===== src/rtl/instr_fetch_unit.sv =====
// Instruction fetch stage: issues in-order imem requests from the PC register,
// buffers returned words with their PCs and presents them to decode.
//
// state | meaning
// ------+--------------------------------------------------------------
// RUN   | normal fetch; responses are written into the output FIFO
// DRAIN | drop_cnt responses from before a flush are still in flight;
//       | each one is discarded, returns to RUN when drop_cnt hits 0
module instr_fetch_unit #(
    parameter int XLEN      = 32,
    parameter int BUF_DEPTH = 4
) (
    input  logic            clk,
    input  logic            rst,
    input  logic [XLEN-1:0] pc_i,
    output logic            pc_step_o,
    input  logic            flush_i,
    output logic            imem_req_valid_o,
    output logic [XLEN-1:0] imem_req_addr_o,
    input  logic            imem_req_ready_i,
    input  logic            imem_rsp_valid_i,
    input  logic [XLEN-1:0] imem_rsp_data_i,
    output logic            if_valid_o,
    output logic [XLEN-1:0] if_instr_o,
    output logic [XLEN-1:0] if_pc_o,
    input  logic            if_ready_i
);

    localparam int PW = (BUF_DEPTH > 1) ? $clog2(BUF_DEPTH) : 1;
    localparam int CW = PW + 1;
    localparam logic [CW:0]   CREDIT_MAX = (CW+1)'(BUF_DEPTH);
    localparam logic [CW:0]   ONE_W      = (CW+1)'(1);
    localparam logic [CW-1:0] ONE_C      = CW'(1);
    localparam logic [PW-1:0] ONE_P      = PW'(1);

    typedef enum logic [0:0] {
        RUN   = 1'b0,
        DRAIN = 1'b1
    } state_t;

    state_t          state, state_nxt;
    logic [CW-1:0]   outst_cnt;
    logic [CW-1:0]   fifo_cnt;
    logic [CW-1:0]   drop_cnt, drop_nxt;
    logic [CW:0]     credit_used;
    logic [CW:0]     inflight;
    logic [PW-1:0]   pcq_wr, pcq_rd;
    logic [PW-1:0]   fifo_wr, fifo_rd;
    logic [XLEN-1:0] pcq_mem    [BUF_DEPTH];
    logic [XLEN-1:0] fifo_instr [BUF_DEPTH];
    logic [XLEN-1:0] fifo_pc    [BUF_DEPTH];
    logic            accept;
    logic            rsp_take;
    logic            deq;

    // Credit uses registered counts only, so a dequeue never opens a
    // request slot in the same cycle (no if_ready -> req_valid path).
    assign credit_used = {1'b0, outst_cnt} + {1'b0, fifo_cnt};
    assign inflight    = {1'b0, outst_cnt} + {1'b0, drop_cnt};

    assign imem_req_valid_o = rst && (state == RUN) && !flush_i &&
                              (credit_used < CREDIT_MAX);
    assign imem_req_addr_o  = rst ? pc_i : '0;
    assign accept           = imem_req_valid_o && imem_req_ready_i;
    assign pc_step_o        = accept;

    assign rsp_take   = imem_rsp_valid_i && (state == RUN) && !flush_i;
    assign if_valid_o = (fifo_cnt != '0);
    assign deq        = if_valid_o && if_ready_i;
    assign if_instr_o = if_valid_o ? fifo_instr[fifo_rd] : '0;
    assign if_pc_o    = if_valid_o ? fifo_pc[fifo_rd] : '0;

    always_ff @(posedge clk or negedge rst) begin
        if (!rst) begin
            state    <= RUN;
            drop_cnt <= '0;
        end else begin
            state    <= state_nxt;
            drop_cnt <= drop_nxt;
        end
    end

    // A flush folds everything still owed by memory (outstanding plus any
    // residual drops) into drop_cnt, minus a response landing this cycle.
    always_comb begin
        state_nxt = state;
        drop_nxt  = drop_cnt;
        if (flush_i) begin
            if (imem_rsp_valid_i && (inflight != '0)) begin
                drop_nxt = CW'(inflight - ONE_W);
            end else begin
                drop_nxt = CW'(inflight);
            end
            state_nxt = (drop_nxt != '0) ? DRAIN : RUN;
        end else if (state == DRAIN) begin
            if (imem_rsp_valid_i && (drop_cnt != '0)) begin
                drop_nxt = drop_cnt - ONE_C;
            end
            state_nxt = (drop_nxt != '0) ? DRAIN : RUN;
        end
    end

    always_ff @(posedge clk or negedge rst) begin
        if (!rst) begin
            outst_cnt <= '0;
            fifo_cnt  <= '0;
            pcq_wr    <= '0;
            pcq_rd    <= '0;
            fifo_wr   <= '0;
            fifo_rd   <= '0;
        end else if (flush_i) begin
            outst_cnt <= '0;
            fifo_cnt  <= '0;
            pcq_wr    <= '0;
            pcq_rd    <= '0;
            fifo_wr   <= '0;
            fifo_rd   <= '0;
        end else begin
            if (accept) begin
                pcq_wr <= pcq_wr + ONE_P;
            end
            if (rsp_take) begin
                pcq_rd  <= pcq_rd + ONE_P;
                fifo_wr <= fifo_wr + ONE_P;
            end
            if (deq) begin
                fifo_rd <= fifo_rd + ONE_P;
            end
            outst_cnt <= outst_cnt + CW'(accept) - CW'(rsp_take);
            fifo_cnt  <= fifo_cnt + CW'(rsp_take) - CW'(deq);
        end
    end

    // Storage needs no reset: entries are only read behind valid counts.
    always_ff @(posedge clk) begin
        if (accept) begin
            pcq_mem[pcq_wr] <= pc_i;
        end
        if (rsp_take) begin
            fifo_instr[fifo_wr] <= imem_rsp_data_i;
            fifo_pc[fifo_wr]    <= pcq_mem[pcq_rd];
        end
    end

endmodule


===== config.mk =====
export PLATFORM = sky130hd
export DESIGN_NAME = instr_fetch_unit
export DESIGN_NICKNAME = d
export VERILOG_FILES = /design/src/rtl/instr_fetch_unit.sv
export SDC_FILE = /design/constraint.sdc
export NUM_CORES = 1
export LEC_CHECK = 0
export CAP_MARGIN = 5
export CORE_MARGIN = 1
export CORE_UTILIZATION = 35
export CTS_CLUSTER_SIZE = 25
export DETAILED_ROUTE_END_ITERATION = 8
export HOLD_SLACK_MARGIN = 0.08
export PLACE_DENSITY = 0.61
export SLEW_MARGIN = 20
export SYNTH_ARGS = -nofsm -noshare
export SYNTH_HDL_FRONTEND = slang
export SYNTH_SLANG_ARGS = --single-unit

===== constraint.sdc =====
create_clock -name clk -period 3.5 [get_ports clk]
set_input_delay 0.7 -clock clk [delete_from_list [all_inputs] [get_ports clk]]
set_output_delay 0.7 -clock clk [all_outputs]
set_load 0.05 [all_outputs]

# Word-level counts from Yosys, hierarchy flattened
# Memory sizes are Yosys's and may differ from the RTL's.
# Cells that the tools add are included.
# word_totals
register_bits	18
mem_bits_rw	384
inputBits	70
output_inout_bits	99
elab_cells	72
memories	3
# op_classes
n_addsub	12
order_cmp	1
mux	28
bitwise	1
n_reduce_logical	19
# memory_table
memory	words	word_bits	rd	rd_ports_with_merged_regs	write_ports	line_no	text
fifo_instr	4	32	1	0	1	50	logic [XLEN-1:0] fifo_instr [BUF_DEPTH];
fifo_pc	4	32	1	0	1	51	logic [XLEN-1:0] fifo_pc [BUF_DEPTH];
pcq_mem	4	32	1	0	1	49	logic [XLEN-1:0] pcq_mem [BUF_DEPTH];
# ops
cell	count
32-bit two-way mux	3
3-bit two-way mux	9
2-bit two-way mux	8
3-bit nonzero test	4
1-bit logical AND	9
2-bit by 1-bit adder with 2-bit output, second input constant	4
3-bit by 3-bit adder with 4-bit output	2
1-bit two-way mux	8
2-bit nonzero test	4
3-bit by 1-bit adder with 3-bit output	2
3-bit by 1-bit subtractor with 3-bit output	2
3-bit by 1-bit subtractor with 3-bit output, second input constant	2
4-bit by 3-bit less-than comparator with 1-bit output, second input constant	1
4-bit nonzero test	1
1-bit zero test	1
1-bit NOT	1

# Logic depth before layout (Yosys ltp)
# depth
ltp_word	9
depth_mapped	11
depth_no_buf	10

# Least setup slack after synthesis
# No wires, ideal clock.
# synth_timing
path_type	input to register
start	input flush_i
end	register outst_cnt[2]
setup_ns	0.132
t_arrival_ns	3.157
required_time_ns	3.368
slack_ns	0.211
stages	9
path_buffers	1
path_cell_list	or4b_4 > nor4_4 > and2_1 > buf_4 > ha_1 > inv_1 > fa_1 > xnor2_1 > nor2_1
# synth_via
elab_chain_len	7
elab_cells_between_ends	8
cone_classes	add/sub (2); mux (1); reduce/logical (5)
# synth_rtl
item	line_no	text
from (decl)	17	input logic flush_i,
1-bit zero test	61	assign imem_req_valid_o = rst && (state == RUN) && !flush_i &&
1-bit logical AND (2 in a row)	61	
net imem_req_valid_o	18	output logic imem_req_valid_o,
1-bit logical AND	64	assign accept = imem_req_valid_o && imem_req_ready_i;
net pc_step_o	16	output logic pc_step_o,
3-bit by 1-bit adder with 3-bit output	129	outst_cnt <= outst_cnt + CW'(accept) - CW'(rsp_take);
3-bit by 1-bit subtractor with 3-bit output	129	
3-bit two-way mux	111	end else if (flush_i) begin
to (signal assigned)	129	
to (decl)	42	logic [CW-1:0] outst_cnt;
# The timed path passes the listed nets, and every way through them passes these cells.
# A chain may end at the register's enable or synchronous reset.

# Worst setup path in the final report
# layout_timing
start	register fifo_rd[0]
end	output if_pc_o[25]
# layout_via
elab_chain_len	2
# layout_rtl
item	line_no	text
from (decl)	48	logic [PW-1:0] fifo_wr, fifo_rd;
from (signal assigned)	127	fifo_rd <= fifo_rd + ONE_P;
memory read 4 x 32 bit	-	
32-bit two-way mux	71	assign if_pc_o = if_valid_o ? fifo_pc[fifo_rd] : '0;
to (decl)	25	output logic [XLEN-1:0] if_pc_o,
# Every way passes these cells.

==> impl_metrics.py <==
metrics = {
    "final_layout": {
        "fin_nets": 1047,
        "post_layout_nonfiller_instances": 1573,
        "final_layout_size_suffix_gt1_frac": 0.2650,
        "synthToLayoutAreaGrowth_pct": 23.73,
        "num_antenna_cells": 0,
    },
    "pwr": {
        "power_mw": 14.29,
        "peakVddDrop_mv": 0.3492,
        "powerDensity_nw_per_um2": 731.0,
        "p_leak_nw": 6.483,
    },
    "clock_tree": {
        "insertion_delay_ns": 0.55,
        "numCtsBuffers": 41,
        "cts_tree": "done",
        "cts.reportedPaths.clkPinSlew_ns": 0.06,
        "cts_sinks": 402,
        "cts-root-buf": "clkbuf_16",
        "cts_max_level": 2,
        "clockBufferDepth": 3,
    },
    "timing": {
        "rsz0062_at_grt": "false",
        "final-hold-violation-count": 0,
        "period_minus_slack_ns": 3.335,
        "period_share": 0.9528,
        "setup-tns-final_ns": 0,
        "max_freq_ghz": 0.2999,
        "timing.final.setup_violations": 0,
        "drv_slew": 0,
        "worst_clock_skew_ns": 0.01531,
        "slew_headroom": 0.4868,
        "tightest_slew_ns": 0.7699,
    },
    "drt": {
        "vias": 7524,
        "drt_iter0_drc": 349,
        "wl_um": 30720,
        "drc_errors": 0,
        "vias_per_cell": 4.783,
        "antenna_left": 0,
        "avgRoutedWirePerCell_um": 19.53,
        "first_pass_iters": 4,
    },
    "global_route": {
        "grt.total_usage": 0.1358,
        "grt_pass1_vias": 7877,
        "grt_max_degree": 41,
        "grt.overflow.total": 0,
        "grt_pass1_wl_um": 47140,
        "grt_antenna_before_repair": 0,
    },
    "logic_synthesis": {
        "synth_edf_count": 384,
        "synth_common_cells": "edfxtp_1 (384), and2_1 (99), mux4_2 (96), clkbuf_1 (23), ha_1 (20)",
        "syn_nets": 844,
        "yosysSeqAreaShare": 0.7586,
        "synth_area_leaders": "edfxtp_1 (73%), mux4_2 (14%), and2_1 (3.9%)",
        "synth_area_sq_um": 15790,
        "avgSynthCellArea_sq_um": 21.03,
        "synth_cell_types": 38,
        "yosysTopAreaCell": "edfxtp_1",
        "yosysWarnings": 0,
        "ys.flop_type": "edfxtp_1",
        "yosys.cell_count.top_type": "edfxtp_1",
        "synth_top_area_share": 0.7301,
        "ys_seq_elements": 402,
        "ys_async_sr_fraction": 0.04478,
        "syn_inst": 751,
    },
    "floorplanning": {
        "die_w_um": 214.4,
        "io_pins": 169,
        "start_util": 0.3564,
        "die_y_um": 214.4,
        "num_rows": 77,
        "core_area_sq_um": 44320,
        "die_area_sq_um": 45980,
    },
    "critical_path": {
        "start_kind": "flip-flop",
        "worstPathArrival_ns": 2.63,
        "required_ns": 2.80,
        "worstSetupPathType": "flip-flop to output pin",
        "path_max_fanout": 14,
        "startpoint": "fifo_rd[0]$_DFFE_PN0P_",
        "r2r-start": "outst_cnt[0]$_DFF_PN0_",
        "cp-end-kind": "output pin",
    },
    "placed_design": {
        "place.gp.congestion": 0.7278,
        "placed_cells": 1502,
        "port-buffer-count": 168,
        "place_hpwl_um": 19050,
    },
    "flow_run": {
        "maxCapViolations": 0,
    },
    "status": {
        "status": "finished, final reports clean",
    },
    "worst_hold_path": {
        "hold_class": "primary input to asynchronous set/reset pin",
    },
}
cells by family (layout without fill, tap and decap cells):
family,after synthesis,in the layout,share of synthesized area
buf+inv,53,283,0.01347
xor+xnor,13,13,0.007209
flops,402,402,0.7586
compound gates,15,15,0.006259
mux,101,101,0.1401
fa+ha+maj,23,23,0.01965
simple gates,144,144,0.05466
layer usage:
layer | GRT usage | routed length, um | share of wire | vias up
li1 | - | - | - | 3397
met1 | 0.1781 | 13630 | 0.44 | 3911
met2 | 0.2327 | 15310 | 0.50 | 164
met3 | 0.02270 | 1216 | 0.040 | 52
met4 | 0.03833 | 573 | 0.019 | 0
met5 | 0 | 0 | 0 | -
worst paths after layout:
path | to | slack, ns | depth (start not counted)
setup / recovery | if_pc_o[25] | 0.17 | 3
hold / removal | pcq_wr[0]$_DFFE_PN0P_ | 0.52 | 3
setup reg to reg | drop_cnt[1]$_DFFE_PN0P_ | 0.87 | 9
hold reg to reg | pcq_wr[1]$_DFFE_PN0P_ | 0.59 | 2
max in group asynchronous | fifo_rd[1]$_DFFE_PN0P_ | 2.70 | 3
min in group clk | pcq_wr[1]$_DFFE_PN0P_ | 0.59 | 2
critical path: stages, from the launching register on:
cell             delay [ns]
dfrtp_4                0.61
mux4_2                 0.58
and2_1                 0.20
clkdlybuf4s50_1        0.70
placed cells by master (no fill, tap or decap), drive strengths merged, types with 2 or more instances in the layout:
master	netlist	layout
clkdlybuf4s50	0	82
and3	9	9
nor2	15	15
ha	20	20
xnor2	9	9
and2	99	99
nor2b	3	3
o21ai	3	3
buf	13	99
fa	3	3
clkinv	0	15
nand2	10	10
mux4	96	96
dlygate4sd2	0	15
a21oi	3	3
nor3	2	2
inv	17	18
mux2i	4	4
xor2	4	4
edfxtp	384	384
dfrtp	18	18
clkbuf	23	52
repair_timing:
action                                  CTS  global route
gates resized for setup                  16             1
hold endpoints to repair                  0             0
endpoints found under the setup margin   47             3
hold buffers                              0             0
setup buffers                             0             1
state kept, by name (all words and copies together), names as in the netlist:
register	cells
fifo_instr	128
fifo_pc	128
pcq_mem	128
drop_cnt	3
fifo_cnt	3
outst_cnt	3
fifo_rd	2
fifo_wr	2
pcq_rd	2
pcq_wr	2
state	1
where the power goes:
part           leakage, nW  internal, mW  switching [mW]
clock network        0.597          2.27            1.74
registers             3.69          5.59           0.172
logic                 2.19          1.72            2.79
final cells by class:
class                           count  area [sq um]
Timing Repair Buffer              196          1879
Multi-Input combinational cell    296          3630
Sequential cell                   402         11990
Inverter                           17         63.81
Tap cell                          592         740.7
Clock inverter                     18         161.4
Clock buffer                       52          1077
Fill cell                        3802         24780
through the flow:
stage	instance area, sq um	utilization	worst slack (ns)	hold WS, ns
finish	19540	0.4410	0.1653	0.5247
global placement	18290	0.4126	0.3259	0.5752
CTS	19510	0.4403	0.003675	0.5391
floorplan	15790	-	0.2113	0.4044
global route	19540	0.4410	0.002801	0.5701
detailed placement	18290	0.4126	0.3277	0.5882
No activity file was read; power rests on OpenSTA's default activity.
